**config.mk**
```make
export PLATFORM = sky130hd
export DESIGN_NAME = vectored_int_ctrl
export DESIGN_NICKNAME = d
export VERILOG_FILES = /design/src/rtl/vectored_int_ctrl.sv
export SDC_FILE = /design/constraint.sdc
export NUM_CORES = 1
export LEC_CHECK = 0
export BUFFER_PORTS_ARGS = -buffer_cell sky130_fd_sc_hd__buf_2
export CORE_MARGIN = 2
export CORE_UTILIZATION = 42
export DETAILED_ROUTE_END_ITERATION = 7
export PLACE_DENSITY_LB_ADDON = 0.1
export SETUP_SLACK_MARGIN = 0.4
export SLEW_MARGIN = 20
export SYNTH_ARGS = -nofsm -noshare
export SYNTH_HDL_FRONTEND = slang
export SYNTH_SLANG_ARGS = --single-unit
```
**constraint.sdc**
```tcl
create_clock -name clk -period 1 [get_ports clk]
set_clock_uncertainty 0.05 [all_clocks]
set_input_delay 0.05 -clock clk [delete_from_list [all_inputs] [get_ports clk]]
set_output_delay 0.05 -clock clk [all_outputs]
set_load 0.01 [all_outputs]
```
**src/rtl/vectored_int_ctrl.sv**
```systemverilog
`default_nettype none
// ============================================================================
// Module   : vectored_int_ctrl
// Brief    : N-channel vectored interrupt controller with edge/level sensing,
//            pending latches, nested in-service tracking and a req/ack/EOI
//            handshake towards the controller sequencer.
// Revision : 1.0 - initial release
// ============================================================================
module vectored_int_ctrl #(
    parameter int unsigned           NUM_INTS   = 4,
    parameter int unsigned           PC_WIDTH   = 8,
    parameter logic [PC_WIDTH-1:0]   VEC_BASE   = 8'hF0,
    parameter int unsigned           VEC_STRIDE = 4,
    localparam int unsigned          ID_W       = (NUM_INTS > 1) ? $clog2(NUM_INTS) : 1
) (
    input  logic                clk,
    input  logic                reset,
    input  logic [NUM_INTS-1:0] ints,
    input  logic [NUM_INTS-1:0] mask_in,
    input  logic                ld_mask,
    input  logic [NUM_INTS-1:0] mode_in,
    input  logic                ld_mode,
    input  logic                int_disable,
    input  logic                int_ack,
    input  logic                eoi,
    output logic                int_pending,
    output logic [ID_W-1:0]     int_id,
    output logic [PC_WIDTH-1:0] isr_addr,
    output logic [NUM_INTS-1:0] pend_out,
    output logic [NUM_INTS-1:0] in_service
);

    typedef enum logic [0:0] {
        S_IDLE = 1'b0,
        S_REQ  = 1'b1
    } state_t;

    state_t              r_state;
    logic [NUM_INTS-1:0] r_mask;
    logic [NUM_INTS-1:0] r_mode;
    logic [NUM_INTS-1:0] r_pend;
    logic [NUM_INTS-1:0] r_in_service;
    logic [NUM_INTS-1:0] r_ints_q;
    logic [ID_W-1:0]     r_id_q;

    logic [NUM_INTS-1:0] w_rise;
    logic [NUM_INTS-1:0] w_allowed;
    logic [NUM_INTS-1:0] w_eligible;
    logic [ID_W-1:0]     w_winner;
    logic [NUM_INTS-1:0] w_eoi_clr;
    logic [NUM_INTS-1:0] w_ack_set;
    logic                w_ack;

    assign w_rise     = ints & ~r_ints_q;
    // An ack only counts while a request is actually outstanding.
    assign w_ack      = int_ack && (r_state == S_REQ);
    assign w_ack_set  = w_ack ? (NUM_INTS'(1) << r_id_q) : '0;
    // Isolate the lowest set in-service bit (highest priority ISR running).
    assign w_eoi_clr  = eoi ? (r_in_service & (~r_in_service + NUM_INTS'(1))) : '0;
    assign w_eligible = r_pend & r_mask & w_allowed;

    // A channel may preempt only if no channel at its own or a higher priority is in service.
    always_comb begin
        logic l_seen;
        l_seen    = 1'b0;
        w_allowed = '0;
        for (int i = 0; i < int'(NUM_INTS); i++) begin
            l_seen       = l_seen | r_in_service[i];
            w_allowed[i] = ~l_seen;
        end
    end

    // Priority encoder: lowest eligible index wins (scan overwrites downwards).
    always_comb begin
        w_winner = '0;
        for (int i = int'(NUM_INTS) - 1; i >= 0; i--) begin
            if (w_eligible[i]) begin
                w_winner = ID_W'(i);
            end
        end
    end

    // Config, pending, in-service and handshake state machine.
    always_ff @(posedge clk) begin
        if (!reset) begin
            r_state      <= S_IDLE;
            r_mask       <= '0;
            r_mode       <= '0;
            r_pend       <= '0;
            r_in_service <= '0;
            r_ints_q     <= '0;
            r_id_q       <= '0;
        end else begin
            r_ints_q <= ints;
            if (ld_mask) r_mask <= mask_in;
            if (ld_mode) r_mode <= mode_in;

            // Edge channels latch until acked (a new edge beats the clear);
            // level channels simply follow the source.
            for (int i = 0; i < int'(NUM_INTS); i++) begin
                if (r_mode[i]) begin
                    if (w_rise[i]) begin
                        r_pend[i] <= 1'b1;
                    end else if (w_ack && (r_id_q == ID_W'(i))) begin
                        r_pend[i] <= 1'b0;
                    end
                end else begin
                    r_pend[i] <= ints[i];
                end
            end

            // EOI retires the pre-ack top ISR; the ack then adds id_q.
            r_in_service <= (r_in_service & ~w_eoi_clr) | w_ack_set;

            case (r_state)
                S_IDLE: begin
                    if ((w_eligible != '0) && !int_disable) begin
                        r_state <= S_REQ;
                        r_id_q  <= w_winner;
                    end
                end
                S_REQ: begin
                    // id_q stays frozen until the request is acked or withdrawn.
                    if (w_ack || int_disable) begin
                        r_state <= S_IDLE;
                    end
                end
                default: r_state <= S_IDLE;
            endcase
        end
    end

    assign int_pending = (r_state == S_REQ);
    assign int_id      = r_id_q;
    assign isr_addr    = VEC_BASE + PC_WIDTH'(32'(r_id_q) * VEC_STRIDE);
    assign pend_out    = r_pend;
    assign in_service  = r_in_service;

endmodule
`default_nettype wire

```
* After elaboration in Yosys (flattened, before gate mapping)
Cells that the tools add are included.
** Storage, ports and cells
- Flip-flop bits (word level) :: 23
- Input bits :: 19
- Output and inout port bits :: 19
- Word-level logic and storage cells :: 69
** Operators by class
- Add/subtract/negate cells :: 2
- Equal/unequal tests :: 7
- Shift-type cells :: 1
- Multiplexer cells :: 21
- Bitwise logic cells :: 17
- Reductions and logical operators :: 11
** Operator list (number)
- 4-bit AND :: 5
- 1-bit two-way mux :: 14
- 3-bit by 1-bit inequality test with 1-bit output, second input constant :: 4
- 4-bit NOT :: 3
- 2-bit two-way mux :: 4
- 4-bit two-way mux :: 2
- 5-bit by 5-bit adder with 6-bit output, first input constant :: 1
- 1-bit logical AND :: 6
- 1-bit NOT :: 5
- 4-bit by 1-bit adder with 4-bit output, second input constant :: 1
- 2-bit == test, second input constant :: 2
- 4-bit bitwise OR :: 1
- 4-bit nonzero test :: 1
- 1-bit by 2-bit << shifter with 4-bit output, first input constant :: 1
- 1-bit bitwise OR :: 3
- 2-bit by 1-bit == test with 1-bit output, second input constant :: 1
- 2-bit logical NOT :: 1
- 1-bit one-hot mux with 2 select lines :: 1
- 2-bit AND reduction :: 1
- 1-bit logical NOT :: 1
- 1-bit logical OR :: 1

* Depth between registers and ports, before layout
- Depth after elaboration :: 9
- Gate-level depth with buffers :: 4

* Worst setup path before layout
OpenSTA, ideal clock, no wires.
- Kind :: reg2reg
- Start point :: register r_in_service[3] (netlist: in_service[3])
- End point :: register r_id_q[1] (netlist: int_id[1])
- Arrival :: 0.997 ns
- Data required time :: 0.831 ns
- Slack :: -0.166 ns
- Cell stages (with the launch flop) :: 5
- Period minus slack after synthesis :: 1.166 ns
- Cell sequence :: dfxtp_1 -> and3b_1 -> o21ai_2 -> nor2_1 -> o221a_2
** On the way
- Word-level cells in the longest chain between the ends :: 7
- Elaborated cells between the ends (all ways) :: 10
** RTL lines
- start: declaration :: line 42 : logic [NUM_INTS-1:0] r_in_service;
- start signal: assignment :: line 113 : r_in_service <= (r_in_service & ~w_eoi_clr) | w_ack_set;
- 1-bit bitwise OR * :: line 68 : l_seen = l_seen | r_in_service[i];
- 1-bit NOT * :: line 69 : w_allowed[i] = ~l_seen;
- 4-bit AND * :: line 60 : assign w_eligible = r_pend & r_mask & w_allowed;
- 2-bit two-way mux (4 in series) :: line 77 : if (w_eligible[i]) begin
- end signal: assignment :: line 119 : r_id_q <= w_winner;
- end: declaration :: line 44 : logic [ID_W-1:0] r_id_q;
Mark *: on every way between the ends. The rest lies on a longest branch, timed or not.
A chain may end at the register's enable or synchronous reset.

* Worst setup path after layout
Ends and elaborated chain as after synthesis.

==> results.yml <==
power_and_ir_drop:
  switching_share: 0.252
  power_density_nw_per_um2: 1110
  clkPwrFrac: 0.254
  power_leakage_nw: 0.689
  p_int_w: 0.00127
  combPwrFrac: 0.160
  p_sw_w: 0.000426
  seq_power_share: 0.586
  vdd_drop_max_uv: 914
yosys:
  synth_area_leaders: "dfxtp_1 (47%), mux2i_1 (9.1%), buf_4 (6.1%)"
  synthTopCellsByCount: "dfxtp_1 (23), mux2i_1 (9), nand2_1 (9), nor2b_1 (9), buf_4 (8)"
  synth.ff_latch_count: 23
  netlist_instances: 103
  synth_cell_types: 28
  synth.most_common_cell: "dfxtp_1"
  yosysTopAreaCellShare: 0.468
  synth_edf_count: 0
  ys_warn_count: 0
  syn_area_per_cell_um2: 9.56
  synth_largest_area_cell: "dfxtp_1"
  synth_flop_cell: "dfxtp_1"
  synth.cell_area_um2: 985
  async_reset_ff_frac: 0
  yosysSeqAreaShare: 0.468
grt:
  antenna_found_initial: 0
  grt_pass1_vias: 788
  grt.overflow.total: 0
  grt_usage: 0.179
  grt_pass1_wl_um: 3520
  grt_max_degree: 14
clocking:
  clk_pin_slew_ns: 0.13
  htreeDepth: 1
  cts_tree: "done"
  cts_inserted_buffers: 3
  clock-root-buffer: "clkbuf_4"
  clk_latency_ns: 0.31
  clock-sinks: 23
  clockBufferDepth: 2
setup_path:
  cp_max_fo: 2
  reg2reg_depth: 4
  path_cells: "and3b_2 > o21ai_2 > nor2_1 > o221a_2"
  critPathKind: "flip-flop to flip-flop"
  slowest_delay_ns: 0.36
  worstReg2RegStart: "in_service[3]"
  crit_slowest_cell: "dfxtp_2"
  crit_required_ns: 1.16
  critPathCaptureType: "flip-flop"
  worst_r2r_endpoint: "int_id[1]"
  cp_data_arrival_time_ns: 1.33
  rrSetupSlack_ns: -0.16
  start_kind: "flip-flop"
routing:
  ant_nets: 0
  vias: 861
  drt_pass1_iterations: 4
  drtIter0Drc: 16
  viasPerCell: 4.84
  drc: 0
  wl_per_cell_um: 12.7
  wl_um: 2250
sta:
  period_needed_ns: 1.16
  drv_slew: 0
  setup_ws_ns: -0.164
  hold_viol: 13
  max_freq_mhz: 859
  setup_viol: 10
  hold_ws_ns: -0.102
  timing.final.crit_share: 1.16
  rsz0062_at_grt: "yes"
floorplanning:
  dieArea_um2: 2750
  die_x_um: 52.4
  initial_core_util: 0.445
  rows: 17
  fp.dieH_um: 52.4
  core_region_area_um2: 2210
  ios: 38
placement:
  placed_area_um2: 1230
  gp_congestion: 0.797
  place_hpwl_um: 1620
  port_buffers: 31
status:
  status: "finished, violations left"
  violations: "hold timing, setup timing"
final_layout:
  nets: 170
  postLayoutCellArea_um2: 1520
  area_delta_synth_final_pct: 54.3
  diodes: 0
  drive_gt1_frac: 0.613
min_path:
  min_path_type: "primary input to flip-flop"
  hold_start: "ints[3]"
  worstHoldPathCells: 2
  hold_end: "r_ints_q[3]"
job:
  max_cap_viol_count: 0
layer usage:
metal | GRT usage | vias to the layer above | routed length [µm]
li1 | - | 436 | -
met1 | 0.220 | 397 | 985
met3 | 0.0371 | 2 | 124
met2 | 0.298 | 26 | 1130
met5 | 0 | - | 0
met4 | 0.0769 | 0 | 16
cell usage in the layout (no fill, tap or decap), types with 4 or more instances in the layout:
cell type	instances
dfxtp_1	4
mux2i_1	9
conb_1	6
nand2_1	4
and2_1	5
dfxtp_2	16
nand2_2	4
buf_4	9
buf_2	19
buf_6	23
nor2b_1	9
logic make-up (layout without fill, tap and decap cells):
family | Yosys count | after routing | share of synthesized area
other | 2 | 6 | 0.00763
buffers and inverters | 13 | 56 | 0.0813
DFF | 23 | 23 | 0.468
and+or+nand+nor | 36 | 36 | 0.197
AOI/OAI and AO/OA | 20 | 20 | 0.155
muxes | 9 | 9 | 0.0915
worst max path at each step:
stage / startpoint / end / slack, ns / cells past startpoint
final: in_service[3] / int_id[1] / -0.16 / 4
after global routing: in_service[0] / int_id[0] / -0.27 / 4
after CTS: in_service[3] / int_id[0] / -0.17 / 4
after detailed placement: in_service[1] / int_id[0] / -0.16 / 4
after global placement: in_service[1] / int_id[0] / -0.1 / 4
after floorplan: in_service[3] / int_id[1] / -0.1 / 4
power by group through the flow:
stage	Clock (W)	Sequential, W	Combinational (W)
CTS	0.000451	0.000991	0.000247
floorplan	0	0.00100	0.000130
global route	0.000502	0.000998	0.000296
finish	0.000429	0.000992	0.000271
detailed placement	0	0.00100	0.000211
global placement	0	0.00100	0.000207
through the flow:
| step | total power (W) | cells | util | setup WS [ns] | TNS [ns] |
|---|---|---|---|---|---|
| 2_1_floorplan | 0.00113 | 107 | - | -0.0996 | -0.256 |
| 3_3_place_gp | 0.00121 | 165 | 0.557 | -0.0983 | -0.248 |
| 3_5_place_dp | 0.00121 | 165 | 0.557 | -0.164 | -0.364 |
| 4_1_cts | 0.00169 | 173 | 0.641 | -0.170 | -0.463 |
| 5_1_grt | 0.00180 | 178 | 0.687 | -0.271 | -1.68 |
| 6_report | 0.00169 | 178 | 0.687 | -0.164 | -0.828 |
state kept, by name, summed over array words and instances (netlist names):
signal,flops
r_ints_q,4
int_id,2
in_service,4
int_pending,1
r_mode,4
r_mask,4
pend_out,4
final cells by class:
cell class,count,area [µm²]
Multi-Input combinational cell,71,539
Fill cell,184,693
Clock buffer,3,22.5
Inverter,1,3.75
Sequential cell,23,492
Timing Repair Buffer,51,422
Clock inverter,1,5.00
Tap cell,28,35.0
worst max-delay path, delay by kind of cell, from the launching register on:
family / cells / cell delay [ns]
compound gates: 2 / 0.37
flops: 1 / 0.36
simple gates: 2 / 0.29
timing repair:
item / CTS / global route
endpoints found under the setup margin: 32 / 32
buffers inserted: 4 / 5
hold endpoints to repair: 13 / 14
gates cloned: 0 / 0
gates resized for setup: 37 / 20
pin swaps: 5 / 10
No activity file was read; power rests on OpenSTA's default activity.
